[src/rtl/bist_response_analyzer.sv]
// BIST response analyzer: compares memory read beats against the expected pattern during a
// test session and records a sticky fail flag, a saturating fail count and the first failure.
module bist_response_analyzer #(
    parameter int unsigned WIDTH      = 8,
    parameter int unsigned ADDR_WIDTH = 6,
    parameter int unsigned CNT_WIDTH  = 8
) (
    input  logic                  clk,
    input  logic                  rst,
    input  logic                  NbarT,
    input  logic                  start,
    input  logic [WIDTH-1:0]      mem_rdata,
    input  logic                  rd_valid,
    input  logic [WIDTH-1:0]      exp_data,
    input  logic [ADDR_WIDTH-1:0] rd_addr,
    input  logic                  last,
    output logic [WIDTH-1:0]      normal_out,
    output logic                  busy,
    output logic                  done,
    output logic                  fail,
    output logic [CNT_WIDTH-1:0]  fail_count,
    output logic [ADDR_WIDTH-1:0] first_fail_addr,
    output logic [WIDTH-1:0]      first_fail_syndrome
);

    typedef enum logic [1:0] {
        StIdle,
        StCompare,
        StDone
    } state_t;

    state_t                r_state;
    logic                  r_fail;
    logic [CNT_WIDTH-1:0]  r_fail_count;
    logic [ADDR_WIDTH-1:0] r_first_fail_addr;
    logic [WIDTH-1:0]      r_first_fail_syndrome;

    logic [WIDTH-1:0]      w_syndrome;
    logic                  w_mismatch;
    logic                  w_start_session;

    assign w_syndrome      = mem_rdata ^ exp_data;
    assign w_mismatch      = |w_syndrome;
    assign w_start_session = start && NbarT;

    assign normal_out = NbarT ? '0 : mem_rdata;

    always_ff @(posedge clk) begin
        if (rst) begin
            r_state               <= StIdle;
            r_fail                <= 1'b0;
            r_fail_count          <= '0;
            r_first_fail_addr     <= '0;
            r_first_fail_syndrome <= '0;
        end else begin
            unique case (r_state)
                StIdle: begin
                    if (w_start_session) begin
                        r_state               <= StCompare;
                        r_fail                <= 1'b0;
                        r_fail_count          <= '0;
                        r_first_fail_addr     <= '0;
                        r_first_fail_syndrome <= '0;
                    end
                end
                StCompare: begin
                    // Abort beats restart, and a restart discards any beat in the same cycle.
                    if (!NbarT) begin
                        r_state <= StIdle;
                    end else if (start) begin
                        r_state               <= StCompare;
                        r_fail                <= 1'b0;
                        r_fail_count          <= '0;
                        r_first_fail_addr     <= '0;
                        r_first_fail_syndrome <= '0;
                    end else if (rd_valid) begin
                        if (w_mismatch) begin
                            r_fail <= 1'b1;
                            if (r_fail_count != {CNT_WIDTH{1'b1}}) begin
                                r_fail_count <= r_fail_count + 1'b1;
                            end
                            if (!r_fail) begin
                                r_first_fail_addr     <= rd_addr;
                                r_first_fail_syndrome <= w_syndrome;
                            end
                        end
                        if (last) begin
                            r_state <= StDone;
                        end
                    end
                end
                StDone: begin
                    if (!NbarT) begin
                        r_state <= StIdle;
                    end else if (start) begin
                        r_state               <= StCompare;
                        r_fail                <= 1'b0;
                        r_fail_count          <= '0;
                        r_first_fail_addr     <= '0;
                        r_first_fail_syndrome <= '0;
                    end
                end
                default: begin
                    r_state <= StIdle;
                end
            endcase
        end
    end

    assign busy                = (r_state == StCompare);
    assign done                = (r_state == StDone);
    assign fail                = r_fail;
    assign fail_count          = r_fail_count;
    assign first_fail_addr     = r_first_fail_addr;
    assign first_fail_syndrome = r_first_fail_syndrome;

endmodule

[config.mk]
export PLATFORM = sky130hd
export DESIGN_NAME = bist_response_analyzer
export DESIGN_NICKNAME = d
export VERILOG_FILES = /design/src/rtl/bist_response_analyzer.sv
export SDC_FILE = /design/constraint.sdc
export NUM_CORES = 1
export LEC_CHECK = 0
export ABC_AREA = 1
export BUFFER_PORTS_ARGS = -buffer_cell sky130_fd_sc_hd__buf_2
export CORE_ASPECT_RATIO = 0.9
export CORE_MARGIN = 1
export CORE_UTILIZATION = 48
export CTS_CLUSTER_SIZE = 30
export DETAILED_ROUTE_END_ITERATION = 10
export PLACE_DENSITY = 0.81
export SLEW_MARGIN = 20
export SYNTH_ARGS = -nofsm -noshare
export SYNTH_HDL_FRONTEND = slang
export SYNTH_SLANG_ARGS = --single-unit
[constraint.sdc]
create_clock -name clk -period 1.9 [get_ports clk]
set_input_delay 0.38 -clock clk [delete_from_list [all_inputs] [get_ports clk]]
set_output_delay 0.38 -clock clk [all_outputs]
set_load 0.1 [all_outputs]
==> impl_metrics.ini <==
[run_status]
outcome = finished, final reports clean

[setup_path]
reg2reg_slack_ns = 0.19
crit_path_max_fanout = 4
cpPeakStageDelay_ns = 0.45
crit_path_top_delay_cell = dfxtp_1
startpoint_type = flip-flop
crit_chain = inv_2 > nor2_4 > buf_2
endpoint_kind = output port
worstPathArrival_ns = 1.40
required_ns = 1.52
critPathKind = flip-flop to output port

[timing]
rsz0062_at_grt = false
hold_ws_ns = 0.284
period_needed_ns = 1.78
worst_slew_pin_slew_ns = 0.491
fmax_mhz = 562
slew_violations = 0
post-route-period-util_pct = 93.7
clock_skew_ns = 0.00187
hold_viol_final = 0
slew_headroom_pct = 67.5
setup_viol = 0
setup_slack_ns = 0.120
setup_tns_ns = 0

[placed_design]
dp_hpwl_microns = 2860
dp.cells = 347
postPlaceCellArea_sq_um = 1950
port_buffers = 60
gp_congestion = 0.873
place_ws_ns = 0.0421

[grt]
grt_max_degree = 21
grt_pass1_wl_microns = 5980
grt.total_usage_pct = 22.2
antenna_found_initial = 0
grt_pass1_vias = 1448
overflow = 0

[min_path]
min-delay-path-class = input pin to flip-flop

[power]
power_mw = 1.94
power_leakage_nw = 1.01
pwr-share-seq_pct = 33.2
switching_share_pct = 53.6
combPwrFrac_pct = 54.6
irDropWorstVdd_uv = 501
p_int_mw = 0.899
p_switching_mw = 1.04
p_clk_share_pct = 12.2
cellPowerDensity_nw_per_um2 = 970

[floorplanning]
pin_count = 61
dieHeight_microns = 55.7
dieArea_sq_um = 3430
die_w_microns = 61.7
num_rows = 19
core_area_sq_um = 3040
start_util_pct = 50.5

[route]
num_vias = 1683
wl_per_cell_microns = 10.2
drt_wl_total_microns = 3600
drtAntennaViolNets = 0
dr.pass1.iters = 4
dr.first_iter.drc_count = 119
vias_per_cell = 4.79
route.detailed.drc = 0

[yosys]
yosys_warnings = 0
syn_nets = 276
yosysUniqueCellTypes = 24
avgSynthCellArea_sq_um = 6.23
ys_seq_area_share_pct = 32.5
syn-instance-count = 247
synth-simple-area-share_pct = 40.4
synth_mux_area_share_pct = 0
synth_xor_xnor_area_share_pct = 1.71
synth-adder-area-share_pct = 0.814
synthesis.area_sq_um = 1540
synth-seq-cells = 25
synth_compound_area_share_pct = 11.6
synth_top_family_by_area = simple AND/OR/NAND/NOR gates

[cts]
cts_buffers = 3
hold_buffers = 0
cts_tree = done
clockBufferDepth = 2
cts_setup_buffers = 0
clock-root-buffer = clkbuf_4
clk_pin_slew_ns = 0.13
worstSkewPairLatency_ns = 0.31
htree_num_levels = 1
numClockSinks = 25

[finish]
layout_commonest_cell = nand2_1
layout-drive-gt1-share_pct = 29.8
fin_area_sq_um = 2000
finalNetCount = 339
antenna_cells = 0
fill_cells = 300
final_core_util_pct = 65.7
instances_no_fill = 351
area_growth_syn_to_layout_pct = 30.0
final_cell_mix = 67 x nand2_1, 57 x buf_2, 37 x nor2_1

[job]
cap_violations = 0
-- cells by family after synthesis --
family / after synthesis
compound gates: 33
xor+xnor: 3
fa+ha+maj: 1
flops: 25
simple gates: 140
buf+inv: 45
-- synth_stat cells, drive strengths merged --
library cell,number,share of area [%]
clkbuf,1,0.24
nor2,42,11
nor3b,1,0.49
dfxtp,25,33
inv,35,8.5
o21bai,1,0.49
clkinv,1,0.24
buf,8,3.9
nand2,68,17
nand4,14,5.7
nand3,14,5.9
o21ai,6,2.0
a21oi,26,9.2
xor2,3,1.7
nand3b,1,0.49
ha,1,0.81
-- routing by layer --
layer  vias up  share of wire (%)  track usage [%]
met4         0                1.0             4.44
met3         4                5.2             4.19
li1        910                  -                -
met2        52                 43             33.6
met5         -                  0                0
met1       717                 51             32.5
-- critical path: cells and delay by family (launching register included) --
kind                   cells  cell delay [ns]
buffers and inverters      2             0.53
DFF                        1             0.45
and+or+nand+nor            1             0.11
-- cell type report --
type	count	area [sq um]	area share [%]
Clock buffer	3	22.5	1.13
Clock inverter	1	5.00	0.250
Inverter	36	135	6.76
Multi-Input combinational cell	177	868	43.4
Sequential cell	25	514	25.7
Tap cell	42	52.6	2.63
Timing Repair Buffer	67	402	20.1
-- registers in the layout, summed over array words and instances (netlist names) --
signal               cells
first_fail_addr          6
fail                     1
fail_count               8
first_fail_syndrome      8
r_state                  2
-- power by group through the flow --
stage | clock [mW] | sequential (mW) | combinational (mW)
after global routing | 0.266 | 0.653 | 1.14
final | 0.236 | 0.644 | 1.06
after floorplan | 0 | 0.999 | 0.532
after global placement | 0 | 0.653 | 1.03
after detailed placement | 0 | 0.654 | 1.04
after CTS | 0.244 | 0.642 | 1.05
-- worst paths after layout --
check | startpoint | end | cells past startpoint
worst min-delay path | rd_addr[3] | first_fail_addr[3]$_SDFFE_PP0P_ | 3
worst min register to register | first_fail_syndrome[0]$_SDFFE_PP0P_ | first_fail_syndrome[0]$_SDFFE_PP0P_ | 2
worst max register to register | r_state[1]$_SDFFE_PP0P_ | first_fail_syndrome[5]$_SDFFE_PP0P_ | 10
worst max-delay path | r_state[1]$_SDFFE_PP0P_ | done | 3
-- what timing repair did --
| action | CTS | global route |
|---|---|---|
| endpoints found under the setup margin | 0 | 25 |
| resized for setup | 0 | 4 |
| hold endpoints to repair | 0 | 0 |
(Power assumes the default switching activity.)
